==> config.mk <==
export PLATFORM = sky130hd
export DESIGN_NAME = decode_issue
export DESIGN_NICKNAME = d
export VERILOG_FILES = /design/src/rtl/riscv_pkg.sv /design/src/rtl/imm_gen.sv /design/src/rtl/decode_issue.sv
export SDC_FILE = /design/constraint.sdc
export NUM_CORES = 1
export LEC_CHECK = 0
export BUFFER_PORTS_ARGS = -buffer_cell sky130_fd_sc_hd__buf_2
export CELL_PAD_IN_SITES_DETAIL_PLACEMENT = 1
export CELL_PAD_IN_SITES_GLOBAL_PLACEMENT = 1
export CORE_AREA = 2 2 165 288
export DETAILED_ROUTE_END_ITERATION = 6
export DIE_AREA = 0 0 167 290
export HOLD_SLACK_MARGIN = 0.1
export PLACE_DENSITY = 0.68
export SETUP_SLACK_MARGIN = 0.5
export SYNTH_ARGS = -nofsm -noshare
export SYNTH_HDL_FRONTEND = slang
export SYNTH_SLANG_ARGS = --single-unit
==> constraint.sdc <==
create_clock -name clk -period 6.4 [get_ports clk]
set_input_delay 0 -clock clk [delete_from_list [all_inputs] [get_ports clk]]
set_output_delay 0 -clock clk [all_outputs]
set_load 0.03 [all_outputs]
==> src/rtl/riscv_pkg.sv <==
// rtl/riscv_pkg.sv - RV32I opcodes, immediate formats and per-opcode operand decode
package riscv_pkg;

   localparam int REG_AW = 5;

   localparam logic [6:0] OPC_LUI    = 7'b0110111;
   localparam logic [6:0] OPC_AUIPC  = 7'b0010111;
   localparam logic [6:0] OPC_JAL    = 7'b1101111;
   localparam logic [6:0] OPC_JALR   = 7'b1100111;
   localparam logic [6:0] OPC_BRANCH = 7'b1100011;
   localparam logic [6:0] OPC_LOAD   = 7'b0000011;
   localparam logic [6:0] OPC_STORE  = 7'b0100011;
   localparam logic [6:0] OPC_OPIMM  = 7'b0010011;
   localparam logic [6:0] OPC_OP     = 7'b0110011;

   typedef enum logic [2:0] {
      IMM_NONE,
      IMM_I,
      IMM_S,
      IMM_B,
      IMM_U,
      IMM_J
   } imm_type_e;

   typedef struct packed {
      logic      use_rs1;
      logic      use_rs2;
      logic      regwrite;
      logic      illegal;
      imm_type_e imm_type;
   } dec_t;

   function automatic dec_t decode_op(input logic [6:0] op);
      dec_t d;
      d.use_rs1  = 1'b0;
      d.use_rs2  = 1'b0;
      d.regwrite = 1'b0;
      d.illegal  = 1'b0;
      d.imm_type = IMM_NONE;
      case (op)
         OPC_LUI, OPC_AUIPC: begin
            d.regwrite = 1'b1;
            d.imm_type = IMM_U;
         end
         OPC_JAL: begin
            d.regwrite = 1'b1;
            d.imm_type = IMM_J;
         end
         OPC_JALR, OPC_LOAD, OPC_OPIMM: begin
            d.use_rs1  = 1'b1;
            d.regwrite = 1'b1;
            d.imm_type = IMM_I;
         end
         OPC_OP: begin
            d.use_rs1  = 1'b1;
            d.use_rs2  = 1'b1;
            d.regwrite = 1'b1;
         end
         OPC_STORE: begin
            d.use_rs1  = 1'b1;
            d.use_rs2  = 1'b1;
            d.imm_type = IMM_S;
         end
         OPC_BRANCH: begin
            d.use_rs1  = 1'b1;
            d.use_rs2  = 1'b1;
            d.imm_type = IMM_B;
         end
         default: d.illegal = 1'b1;
      endcase
      return d;
   endfunction

endpackage

==> src/rtl/imm_gen.sv <==
// rtl/imm_gen.sv - sign-extended RV32I immediate from instruction bits and format
module imm_gen
   import riscv_pkg::*;
(
   input  logic [31:7] i_instr,
   input  imm_type_e   i_imm_type,
   output logic [31:0] o_imm
);

   always_comb begin
      o_imm = '0;
      case (i_imm_type)
         IMM_I:   o_imm = {{20{i_instr[31]}}, i_instr[31:20]};
         IMM_S:   o_imm = {{20{i_instr[31]}}, i_instr[31:25], i_instr[11:7]};
         IMM_B:   o_imm = {{19{i_instr[31]}}, i_instr[31], i_instr[7], i_instr[30:25], i_instr[11:8], 1'b0};
         IMM_U:   o_imm = {i_instr[31:12], 12'b0};
         IMM_J:   o_imm = {{11{i_instr[31]}}, i_instr[31], i_instr[19:12], i_instr[20], i_instr[30:21], 1'b0};
         default: o_imm = '0;
      endcase
   end

endmodule

==> src/rtl/decode_issue.sv <==
// rtl/decode_issue.sv - RV32I decode/issue stage with busy scoreboard
// Holds one instruction, reads operands, issues to execute over valid/ready.
module decode_issue
   import riscv_pkg::*;
#(
   parameter int XLEN = 32,
   parameter int NREG = 32,
   parameter int PC_W = 32
) (
   input  logic              clk,
   input  logic              reset,
   input  logic              if_valid,
   output logic              if_ready,
   input  logic [XLEN-1:0]   if_instr,
   input  logic [PC_W-1:0]   if_pc,
   input  logic              flush,
   output logic [REG_AW-1:0] Rs1,
   output logic [REG_AW-1:0] Rs2,
   input  logic [XLEN-1:0]   Read_data1,
   input  logic [XLEN-1:0]   Read_data2,
   output logic              ex_valid,
   input  logic              ex_ready,
   output logic [PC_W-1:0]   ex_pc,
   output logic [XLEN-1:0]   ex_rs1_val,
   output logic [XLEN-1:0]   ex_rs2_val,
   output logic [31:0]       ex_imm,
   output logic [REG_AW-1:0] ex_rd,
   output logic              ex_regwrite,
   output logic              ex_illegal,
   output logic [6:0]        ex_opcode,
   output logic [2:0]        ex_funct3,
   output logic              ex_funct7b5,
   input  logic              wb_valid,
   input  logic [REG_AW-1:0] wb_rd
);

   logic              r_id_valid;
   logic [XLEN-1:0]   r_id_instr;
   logic [PC_W-1:0]   r_id_pc;
   logic [NREG-1:0]   r_busy;
   logic              r_ex_valid;
   logic [PC_W-1:0]   r_ex_pc;
   logic [XLEN-1:0]   r_ex_rs1_val;
   logic [XLEN-1:0]   r_ex_rs2_val;
   logic [31:0]       r_ex_imm;
   logic [REG_AW-1:0] r_ex_rd;
   logic              r_ex_regwrite;
   logic              r_ex_illegal;
   logic [6:0]        r_ex_opcode;
   logic [2:0]        r_ex_funct3;
   logic              r_ex_funct7b5;

   dec_t              w_dec;
   logic [REG_AW-1:0] w_rs1;
   logic [REG_AW-1:0] w_rs2;
   logic [REG_AW-1:0] w_rd;
   logic              w_hazard;
   logic              w_issue;
   logic              w_accept;
   logic [31:0]       w_imm;
   logic [NREG-1:0]   w_busy_nxt;

   imm_gen u_imm_gen (
      .i_instr    (r_id_instr[31:7]),
      .i_imm_type (w_dec.imm_type),
      .o_imm      (w_imm)
   );

   always_comb begin
      w_dec    = decode_op(r_id_instr[6:0]);
      w_rs1    = r_id_valid ? r_id_instr[19:15] : '0;
      w_rs2    = r_id_valid ? r_id_instr[24:20] : '0;
      w_rd     = r_id_instr[11:7];
      // busy[0] is never set, so x0 sources and rd=0 cannot stall
      w_hazard = (w_dec.use_rs1 & r_busy[w_rs1]) |
                 (w_dec.use_rs2 & r_busy[w_rs2]) |
                 (w_dec.regwrite & r_busy[w_rd]);
      w_issue  = r_id_valid & ~w_hazard & (~r_ex_valid | ex_ready) & ~flush;
      if_ready = flush | ~r_id_valid | w_issue;
      w_accept = if_valid & if_ready & ~flush;
   end

   // Clears first so that a same-cycle set on the same register wins
   always_comb begin
      w_busy_nxt = r_busy;
      if (wb_valid)
         w_busy_nxt[wb_rd] = 1'b0;
      if (flush && r_ex_valid && r_ex_regwrite)
         w_busy_nxt[r_ex_rd] = 1'b0;
      if (w_issue && w_dec.regwrite)
         w_busy_nxt[w_rd] = 1'b1;
      w_busy_nxt[0] = 1'b0;
   end

   always_ff @(posedge clk or negedge reset) begin
      if (!reset) begin
         r_id_valid    <= 1'b0;
         r_id_instr    <= '0;
         r_id_pc       <= '0;
         r_busy        <= '0;
         r_ex_valid    <= 1'b0;
         r_ex_pc       <= '0;
         r_ex_rs1_val  <= '0;
         r_ex_rs2_val  <= '0;
         r_ex_imm      <= '0;
         r_ex_rd       <= '0;
         r_ex_regwrite <= 1'b0;
         r_ex_illegal  <= 1'b0;
         r_ex_opcode   <= '0;
         r_ex_funct3   <= '0;
         r_ex_funct7b5 <= 1'b0;
      end else begin
         r_busy <= w_busy_nxt;

         if (flush)
            r_id_valid <= 1'b0;
         else if (w_accept) begin
            r_id_valid <= 1'b1;
            r_id_instr <= if_instr;
            r_id_pc    <= if_pc;
         end else if (w_issue)
            r_id_valid <= 1'b0;

         if (flush)
            r_ex_valid <= 1'b0;
         else if (w_issue) begin
            r_ex_valid    <= 1'b1;
            r_ex_pc       <= r_id_pc;
            r_ex_rs1_val  <= Read_data1;
            r_ex_rs2_val  <= Read_data2;
            r_ex_imm      <= w_imm;
            r_ex_rd       <= w_rd;
            r_ex_regwrite <= w_dec.regwrite;
            r_ex_illegal  <= w_dec.illegal;
            r_ex_opcode   <= r_id_instr[6:0];
            r_ex_funct3   <= r_id_instr[14:12];
            r_ex_funct7b5 <= r_id_instr[30];
         end else if (ex_ready)
            r_ex_valid <= 1'b0;
      end
   end

   assign Rs1         = w_rs1;
   assign Rs2         = w_rs2;
   assign ex_valid    = r_ex_valid;
   assign ex_pc       = r_ex_pc;
   assign ex_rs1_val  = r_ex_rs1_val;
   assign ex_rs2_val  = r_ex_rs2_val;
   assign ex_imm      = r_ex_imm;
   assign ex_rd       = r_ex_rd;
   assign ex_regwrite = r_ex_regwrite;
   assign ex_illegal  = r_ex_illegal;
   assign ex_opcode   = r_ex_opcode;
   assign ex_funct3   = r_ex_funct3;
   assign ex_funct7b5 = r_ex_funct7b5;

endmodule

==> impl_metrics.env, run 1 <==
export IMPL_outcome="finished clean"
export IMPL_routedWlPerCell_um=22.81
export IMPL_finalHoldViolCount=0
export IMPL_num_vias=11764
export IMPL_grt_max_degree=94
export IMPL_drtIter0Drc=515
export IMPL_seqCellArea_mm2=0.006085
export IMPL_fmax_mhz=203.7
export IMPL_antenna_found_initial=1
export IMPL_p_comb_frac=0.307
export IMPL_seqPwrFrac=0.395
export IMPL_slew_viol_final=0
export IMPL_fin_crit_ns=4.910
export IMPL_synth_edff_count=0
export IMPL_fin_tns_setup_ns=0
export IMPL_rr_worst_depth=8
export IMPL_postSynth_asyncResetShare=1.000
export IMPL_ys_types=56
export IMPL_crit_start="r_id_valid"
export IMPL_syn_num_nets=1380
export IMPL_drive_above_1_share=0.2957
export IMPL_clock_sinks=243
export IMPL_vdd_drop_max_mv=0.2974
export IMPL_area_delta_synth_final_pct=33.26
export IMPL_drtAntennaViolNets=0
export IMPL_fp_dieH_um=290
export IMPL_hold_depth=4
export IMPL_period_share=0.7672
export IMPL_synth_area_per_cell_um2=10.30
export IMPL_layout_setup_ws_ns=1.490
export IMPL_timing_slew_headroom=0.2902
export IMPL_worst_hold_path_type="input pin to flop"
export IMPL_place_congestion=0.8604
export IMPL_clkPwrFrac=0.297
export IMPL_stdcell_area_mm2=0.01703
export IMPL_endpoint_kind="output port"
export IMPL_swShare=0.3782
export IMPL_clkTransAtPathRegs_ns=0.07
export IMPL_ys_seq_area_frac=0.4758
export IMPL_grt_pass1_vias=12899
export IMPL_max_cap_violations=0
export IMPL_remaining_drc_errors=0
export IMPL_instances_no_fill=2206
export IMPL_overflow=0
export IMPL_rows=104
export IMPL_dieArea_mm2=0.04843
export IMPL_synth_top_family_by_area="multiplexers"
export IMPL_ys_seq_elements=243
export IMPL_place_ws_ns=1.896
export IMPL_multi_input_area_mm2=0.006092
export IMPL_internal_power_mw=3.548
export IMPL_cp_required_ns=6.40
export IMPL_reg2reg_from="r_id_valid"
export IMPL_cts_root_buf="clkbuf_16"
export IMPL_wirelength_mm=50.33
export IMPL_skew_ns=0.01670
export IMPL_cts_tree="yes"
export IMPL_synth_ff_type="dfrtp_1"
export IMPL_hold_start="wb_valid"
export IMPL_switchingPower_mw=2.158
export IMPL_crit_path_start_kind="flop"
export IMPL_die_width_um=167
export IMPL_cts_max_path_buffers=3
export IMPL_synth_compound_area_frac=0.1580
export IMPL_vias_per_cell=5.333
export IMPL_nFillCells=5167
export IMPL_synth_adder_area_share=0
export IMPL_worstSkewPairLatency_ns=0.56
export IMPL_placed_area_mm2=0.01468
export IMPL_cts_buffers=25
export IMPL_dp_hpwl_mm=34.14
export IMPL_cp_max_fo=93
export IMPL_htreeDepth=1
export IMPL_synth_xor_area_share=0
export IMPL_grt_pass1_wl_mm=78.18
export IMPL_power_total_mw=5.706
export IMPL_synth_simple_area_share=0.1545
export IMPL_portBuffers=296
export IMPL_track_usage=0.2045
export IMPL_rsz0062_at_grt="no"
export IMPL_synth_warning_count=0
export IMPL_finalSetupViolations=0
export IMPL_p_leak_nw=7.771
export IMPL_synthMuxAreaShare=0.1612
export IMPL_drt_pass1_iterations=4
export IMPL_power_density_mw_per_mm2=335.1
export IMPL_layout_nets=1741
export IMPL_critical_path_class="flop to output port"
export IMPL_syn_area_mm2=0.01278
export IMPL_tightest_slew_ns=1.061
export IMPL_place_inst=2018
export IMPL_coreArea_mm2=0.04593
export IMPL_io_pins=297
export IMPL_ctsResizeCount=0
export IMPL_syn_inst=1241
export IMPL_start_util=0.2782
export IMPL_critPathArrivalTime_ns=4.91
==> per-stage QoR <==
step / utilization / hold slack [ns]
floorplan: - / -0.2956
global placement: 0.3195 / 0.05829
detailed placement: 0.3195 / 0.06907
CTS: 0.3706 / 0.1261
global route: 0.3706 / 0.1902
finish: 0.3708 / 0.1563
==> flip-flops by register name (all words and copies together), names as in the netlist <==
signal / flops
r_id_instr: 32
ex_rs2_val: 32
ex_opcode: 7
ex_pc: 32
ex_regwrite: 1
ex_illegal: 1
ex_rd: 5
ex_valid: 1
ex_funct3: 3
r_id_pc: 32
ex_imm: 32
r_id_valid: 1
r_busy: 31
ex_rs1_val: 32
ex_funct7b5: 1
==> critical path, cell delays in order (launching register included) <==
cell and delay, ns:
dfrtp_4 0.99, inv_2 0.51, buf_4 0.40, o31a_1 0.35, a2111oi_2 0.54, or4_4 0.73, nor2_1 0.08, or3_1 0.41
buf_2 0.21
==> layout make-up <==
type / count / share of cell area
diodes: 3 / 0.0004408
clock buffers: 34 / 0.04225
clock inverters: 11 / 0.01256
inverters: 40 / 0.008816
multi-input cells: 842 / 0.3577
flip-flops and latches: 243 / 0.3573
well taps: 583 / 0.04283
repair buffers: 450 / 0.1781
==> path summary, 6_finish.rpt <==
check | slack (ns) | endpoint
max reg2reg | 1.87 | ex_rs1_val[7]
max in group asynchronous | 4.61 | ex_pc[13]
min in group asynchronous | 0.51 | r_id_instr[12]
max | 1.49 | if_ready
min | 0.16 | r_busy[24]
min reg2reg | 0.49 | ex_rs2_val[19]
==> kinds of logic (layout without fill, tap and decap cells) <==
group,after synthesis,count (layout)
AOI/OAI and AO/OA,263,263
and+or+nand+nor,400,400
other,0,3
buffers and inverters,156,535
muxes,179,179
DFF,243,243
==> metal layers <==
metal  wire length, um  GRT usage
met1             18650     0.2237
met2             27060     0.3805
met3              1530    0.02046
met4              3083     0.1156
met5                 0          0
==> cell usage in the layout (no fill, tap or decap), drive strengths merged, types with 31 or more instances in the layout <==
master and n:
nand2 185, a311o 55, mux2 124, buf 311
dlygate4sd3 139, inv 41, mux2i 46, and3 52
dfrtp 243, o211ai 58, o221ai 31, clkbuf 34
o21ai 45, nand3 66
==> synthesized netlist by cell type (3+ instances only) <==
library cell / instances / area share
a211oi_1: 5 / 0.0029
a21oi_1: 28 / 0.011
a221o_1: 4 / 0.0031
a221oi_1: 9 / 0.0062
a22o_1: 4 / 0.0027
a22oi_1: 4 / 0.0023
a311o_1: 55 / 0.043
a31oi_1: 4 / 0.0020
and2_1: 6 / 0.0029
and3_1: 52 / 0.025
and3b_1: 6 / 0.0041
buf_1: 7 / 0.0021
buf_2: 20 / 0.0078
buf_6: 4 / 0.0035
clkbuf_1: 83 / 0.024
dfrtp_1: 243 / 0.48
inv_1: 40 / 0.012
mux2_1: 24 / 0.021
mux2_2: 100 / 0.088
mux2i_1: 46 / 0.036
mux4_2: 9 / 0.016
nand2_1: 185 / 0.054
nand2b_1: 6 / 0.0029
nand3_1: 66 / 0.026
nand3b_1: 10 / 0.0059
nor2_1: 26 / 0.0076
nor2b_1: 3 / 0.0015
nor3_1: 4 / 0.0016
nor3b_1: 15 / 0.0088
o211ai_1: 58 / 0.034
o21ai_0: 45 / 0.018
o221ai_1: 31 / 0.021
o311ai_0: 4 / 0.0027
or3_1: 4 / 0.0020
or3b_2: 5 / 0.0034
==> what timing repair did <==
item,in CTS,in global routing
buffers inserted,0,0
endpoints found under the hold margin,243,0
hold buffers,140,0
==> power groups by stage <==
stage / clock network [mW] / registers [mW] / logic (mW)
CTS: 1.74 / 2.25 / 1.76
finish: 1.70 / 2.26 / 1.75
global placement: 0 / 2.25 / 1.65
floorplan: 0 / 2.60 / 0.700
detailed placement: 0 / 2.27 / 1.68
global route: 1.79 / 2.31 / 1.86
No activity file was read; power rests on OpenSTA's default activity.
==> run 2: changes to the inputs <==
==> constraint.sdc (replaced) <==
create_clock -name clk -period 5.1 [get_ports clk]
set_input_delay 0 -clock clk [delete_from_list [all_inputs] [get_ports clk]]
set_output_delay 0 -clock clk [all_outputs]
set_load 0.03 [all_outputs]
==> run 2 against run 1 <==
Against the previous run: clock power is 22% higher; register-to-register slack worse by 0.69 ns; hold slack worse by 0.049 ns; clock skew rose by 0.0060 ns; count of clock-buffer cells in the layout grew 4; flip-flop and latch count unchanged; core utilization up 0.19 points; routed wire length is 1.2% higher; final cell count up 0.63%; via count rose by 0.84%; die area did not move; critical path depth is 1 higher.
==> impl_metrics.env, run 2 (synthesis results as in run 1) <==
export IMPL_layout_nets=1753
export IMPL_finalHoldViolCount=0
export IMPL_crit_path_start_kind="flop"
export IMPL_layout_setup_ws_ns=0.8287
export IMPL_cts_root_buf="clkbuf_16"
export IMPL_wirelength_mm=50.92
export IMPL_switchingPower_mw=2.726
export IMPL_drt_pass1_iterations=4
export IMPL_power_density_mw_per_mm2=415.6
export IMPL_outcome="finished clean"
export IMPL_critPathArrivalTime_ns=4.27
export IMPL_slowest_delay_ns=0.86
export IMPL_nFillCells=5139
export IMPL_grt_pass1_wl_mm=79.74
export IMPL_timing_slew_headroom=0.1658
export IMPL_fin_crit_ns=4.271
export IMPL_min_to="ex_valid"
export IMPL_overflow=0
export IMPL_path_cells="nand2_1, inv_1, nand4b_1, o311ai_0, a2111oi_0, or4_4, nor2_1, or3_1, buf_2"
export IMPL_seqCellArea_mm2=0.006085
export IMPL_remaining_drc_errors=0
export IMPL_p_comb_frac=0.316
export IMPL_cp_max_fo=67
export IMPL_cp_required_ns=5.10
export IMPL_hold_start="ex_ready"
export IMPL_internal_power_mw=4.389
export IMPL_htreeDepth=1
export IMPL_swShare=0.3831
export IMPL_place_ws_ns=1.207
export IMPL_rows=104
export IMPL_dp_hpwl_mm=34.82
export IMPL_place_congestion=0.9332
export IMPL_cts_tree="yes"
export IMPL_reg2reg_from="r_id_instr[7]"
export IMPL_die_width_um=167
export IMPL_final_cell_mix="buf_2, dfrtp_1, nand2_1, dlygate4sd3_1, mux2_2"
export IMPL_seqPwrFrac=0.393
export IMPL_worst_hold_path_type="input pin to flop"
export IMPL_clkPwrFrac=0.291
export IMPL_track_usage=0.2089
export IMPL_vdd_drop_max_mv=0.3386
export IMPL_vias_per_cell=5.344
export IMPL_cts_buffers=27
export IMPL_antenna_found_initial=5
export IMPL_portBuffers=296
export IMPL_grt_pass1_vias=13207
export IMPL_post_cts_buffers=0
export IMPL_start_util=0.2782
export IMPL_regToRegEndpoint="r_busy[2]"
export IMPL_fp_dieH_um=290
export IMPL_tightest_slew_ns=1.251
export IMPL_slew_viol_final=0
export IMPL_io_pins=297
export IMPL_ctsResizeCount=0
export IMPL_area_delta_synth_final_pct=33.93
export IMPL_final_core_util=0.3726
export IMPL_skew_ns=0.02269
export IMPL_rr_worst_depth=9
export IMPL_dieArea_mm2=0.04843
export IMPL_fmax_mhz=234.1
export IMPL_coreArea_mm2=0.04593
export IMPL_reg2reg_slack_ns=1.18
export IMPL_layout_commonest_cell="buf_2"
export IMPL_max_cap_violations=0
export IMPL_clock_sinks=243
export IMPL_cts_max_path_buffers=3
export IMPL_drtAntennaViolNets=0
export IMPL_critical_path_class="flop to output port"
export IMPL_holdBufCountCts=140
export IMPL_num_vias=11863
export IMPL_hold_depth=5
export IMPL_period_share=0.8375
export IMPL_worstSkewPairLatency_ns=0.56
export IMPL_multi_input_area_mm2=0.006092
export IMPL_drtIter0Drc=500
export IMPL_routedWlPerCell_um=22.94
export IMPL_finalSetupViolations=0
export IMPL_clkTransAtPathRegs_ns=0.07
export IMPL_slowest_stage="a2111oi_0"
export IMPL_endpoint_kind="output port"
export IMPL_rsz0062_at_grt="no"
export IMPL_grt_max_degree=142
export IMPL_fin_tns_setup_ns=0
export IMPL_p_leak_nw=7.821
export IMPL_drive_above_1_share=0.3001
[run 2: changes by cell type in the layout (fill, tap and decap cells not counted)]
cell,change
clkbuf_1,+2
bufinv_16,-3
clkbuf_16,+2
diode_2,+1
inv_8,+1
buf_12,+2
buf_4,+8
clkinv_2,+1
[run 2: worst max path at each step]
stage | from | cells past startpoint | slack, ns | to
floorplan | r_id_valid | 11 | 2.09 | r_id_instr[29]
global placement | r_id_valid | 9 | 1.32 | ex_rs1_val[16]
detailed placement | r_id_instr[7] | 9 | 1.21 | r_busy[2]
CTS | r_id_instr[22] | 9 | 0.80 | if_ready
global route | r_id_valid | 9 | 0.59 | if_ready
finish | r_id_instr[22] | 9 | 0.83 | if_ready
[run 2: power groups by stage]
stage | logic [mW] | registers, mW | clock network (mW)
final | 2.25 | 2.79 | 2.07
after global placement | 2.12 | 2.79 | 0
after floorplan | 0.878 | 3.26 | 0
after CTS | 2.26 | 2.78 | 2.13
after global routing | 2.40 | 2.86 | 2.18
after detailed placement | 2.17 | 2.82 | 0
[run 2: per-layer routing]
layer  GRT usage  share of wire
met5           0        0.00022
met4      0.1030          0.049
met3     0.02332          0.033
met2      0.3961           0.55
met1      0.2266           0.37
[run 2: final cells by class]
class                           count  area share
Inverter                           40    0.008772
Antenna cell                        4   0.0005848
Sequential cell                   243      0.3555
Clock buffer                       38     0.04539
Multi-Input combinational cell    842      0.3559
Clock inverter                     10    0.008187
Timing Repair Buffer              460      0.1830
Tap cell                          583     0.04262
[run 2: stage by stage]
stage          hold WS [ns]  power, mW  cell area [um2]  instances
3_5_place_dp       -0.08917      4.986            14780       2028
6_report             0.1075      7.114            17120       2220
3_3_place_gp       -0.09592      4.913            14780       2028
5_1_grt              0.1622      7.440            17120       2220
4_1_cts              0.1138      7.180            17110       2216
2_1_floorplan       -0.2956      4.134            12780       1241
[run 2: worst max-delay path, delay by kind of cell, from the launching register on]
family                 cells  cell delay, ns
flip-flops                 1            0.57
AO/OA/AOI/OAI              2            1.03
buffers and inverters      2            0.43
AND/OR/NAND/NOR            5            1.66
==> run 3: changes to the inputs <==
==> constraint.sdc (replaced) <==
create_clock -name clk -period 4.1 [get_ports clk]
set_input_delay 0 -clock clk [delete_from_list [all_inputs] [get_ports clk]]
set_output_delay 0 -clock clk [all_outputs]
set_load 0.03 [all_outputs]
==> run 3 against run 2 <==
Against the previous run: first-iteration DRC count grew 4.4%; via count up 1.8%; combinational power is 29% higher; die area stayed put; register-to-register slack worse by 0.59 ns; routed wire length up 5.1%; critical endpoint unchanged; sequential share of layout area is 0.13 points lower.
==> impl_metrics.env, run 3 (synthesis results as in run 1) <==
export IMPL_p_leak_nw=7.845
export IMPL_fin_tns_setup_ns=0
export IMPL_grt_pass1_wl_mm=82.11
export IMPL_io_pins=297
export IMPL_remaining_drc_errors=0
export IMPL_portBuffers=296
export IMPL_drt_pass1_iterations=5
export IMPL_reg2reg_from="r_busy[19]"
export IMPL_cts_root_buf="clkbuf_16"
export IMPL_drive_above_1_share=0.3071
export IMPL_cp_max_fo=15
export IMPL_critical_path_class="flop to output port"
export IMPL_endpoint_kind="output port"
export IMPL_skew_ns=0.01521
export IMPL_crit_path_start_kind="flop"
export IMPL_dp_hpwl_mm=35.86
export IMPL_fin_crit_ns=3.551
export IMPL_regToRegEndpoint="r_busy[10]"
export IMPL_routedWlPerCell_um=24.04
export IMPL_wirelength_mm=53.50
export IMPL_period_share=0.8661
export IMPL_critPathArrivalTime_ns=3.55
export IMPL_layout_commonest_cell="buf_2"
export IMPL_clkTransAtPathRegs_ns=0.07
export IMPL_rows=104
export IMPL_cts_max_path_buffers=3
export IMPL_vias_per_cell=5.425
export IMPL_place_congestion=0.9140
export IMPL_layout_setup_ws_ns=0.5488
export IMPL_grt_pass1_vias=13364
export IMPL_finalHoldViolCount=0
export IMPL_final_cell_mix="buf_2, dfrtp_1, nand2_1, dlygate4sd3_1, mux2_2"
export IMPL_max_cap_violations=0
export IMPL_tightest_slew_ns=1.065
export IMPL_track_usage=0.2176
export IMPL_grt_max_degree=88
export IMPL_power_density_mw_per_mm2=505.7
export IMPL_worst_hold_path_type="input pin to async pin"
export IMPL_fp_dieH_um=290
export IMPL_place_ws_ns=0.4473
export IMPL_dieArea_mm2=0.04843
export IMPL_reg2reg_slack_ns=0.59
export IMPL_final_core_util=0.3742
export IMPL_finalSetupViolations=0
export IMPL_antenna_found_initial=5
export IMPL_outcome="finished clean"
export IMPL_htreeDepth=1
export IMPL_drtIter0Drc=522
export IMPL_place_inst=2034
export IMPL_cts_tree="yes"
export IMPL_cts_buffers=26
export IMPL_rsz0062_at_grt="yes"
export IMPL_slew_viol_final=0
export IMPL_overflow=0
export IMPL_start_util=0.2782
export IMPL_worstSkewPairLatency_ns=0.57
export IMPL_clock_sinks=243
export IMPL_cp_required_ns=4.10
export IMPL_fmax_mhz=281.6
export IMPL_coreArea_mm2=0.04593
export IMPL_area_delta_synth_final_pct=34.48
export IMPL_vdd_drop_max_mv=0.3985
export IMPL_rr_worst_depth=9
export IMPL_instances_no_fill=2226
export IMPL_timing_slew_headroom=0.2873
export IMPL_die_width_um=167
export IMPL_drtAntennaViolNets=0
export IMPL_layout_nets=1763
export IMPL_num_vias=12077
export IMPL_power_total_mw=8.691
run 3: cell count changes in the layout (fill, tap and decap cells not counted), sizes merged:
cell / before / now
dlygate4sd3: 139 / 140
inv: 42 / 41
bufinv: 3 / 1
clkbuf: 38 / 33
diode: 4 / 2
clkinv: 3 / 8
or4: 2 / 4
buf: 321 / 329
run 3: final cells by class:
cell class	count	area, um2
fill	5197	28750
multi-input combinational	844	6186
sequential	243	6087
timing repair buffer	469	3209
tap	583	729.5
clock buffer	33	706.9
inverter	40	150.1
clock inverter	12	112.6
antenna	2	5.005
run 3: worst max-delay path by stage:
stage	from	to	cells after the start
2_1_floorplan	r_id_valid	r_id_instr[29]	11
3_3_place_gp	r_id_instr[0]	if_ready	7
3_5_place_dp	r_id_instr[9]	r_busy[21]	9
4_1_cts	r_id_instr[0]	if_ready	8
5_1_grt	r_id_instr[11]	if_ready	9
6_report	r_id_instr[11]	if_ready	9
run 3: power by group:
group	internal, mW	total, mW	switching [mW]
clock network	1.29	2.36	1.07
registers	2.93	3.43	0.503
logic	1.05	2.90	1.85
run 3: critical path: stages, from the launching register on:
cell	delay, ns
dfrtp_1	0.78
nor3_1	0.09
buf_4	0.19
a221oi_1	0.33
nand3_1	0.18
a211oi_4	0.52
or4_4	0.24
nor2_1	0.04
or3_1	0.39
buf_2	0.21
run 3: routing by layer:
metal  global-route usage  part of all wire
met1               0.2299              0.36
met2               0.3938              0.52
met3              0.02837             0.040
met4               0.1560             0.080
met5                    0           0.00034
run 3: repair_timing:
action                                  CTS  global route
endpoints found under the setup margin   56            46
hold buffers                            141             0
gates resized for setup                  12             4
pin swaps                                 1             0
hold endpoints to repair                392             0
setup buffers                             1             1
cloned                                    2             0
run 3: metrics by stage:
stage	instance area, um2	hold slack, ns
after floorplan	12780	-0.2956
after global placement	14810	0.01346
after detailed placement	14810	0.01351
after CTS	17150	0.1026
after global routing	17190	0.1380
final	17190	0.07796
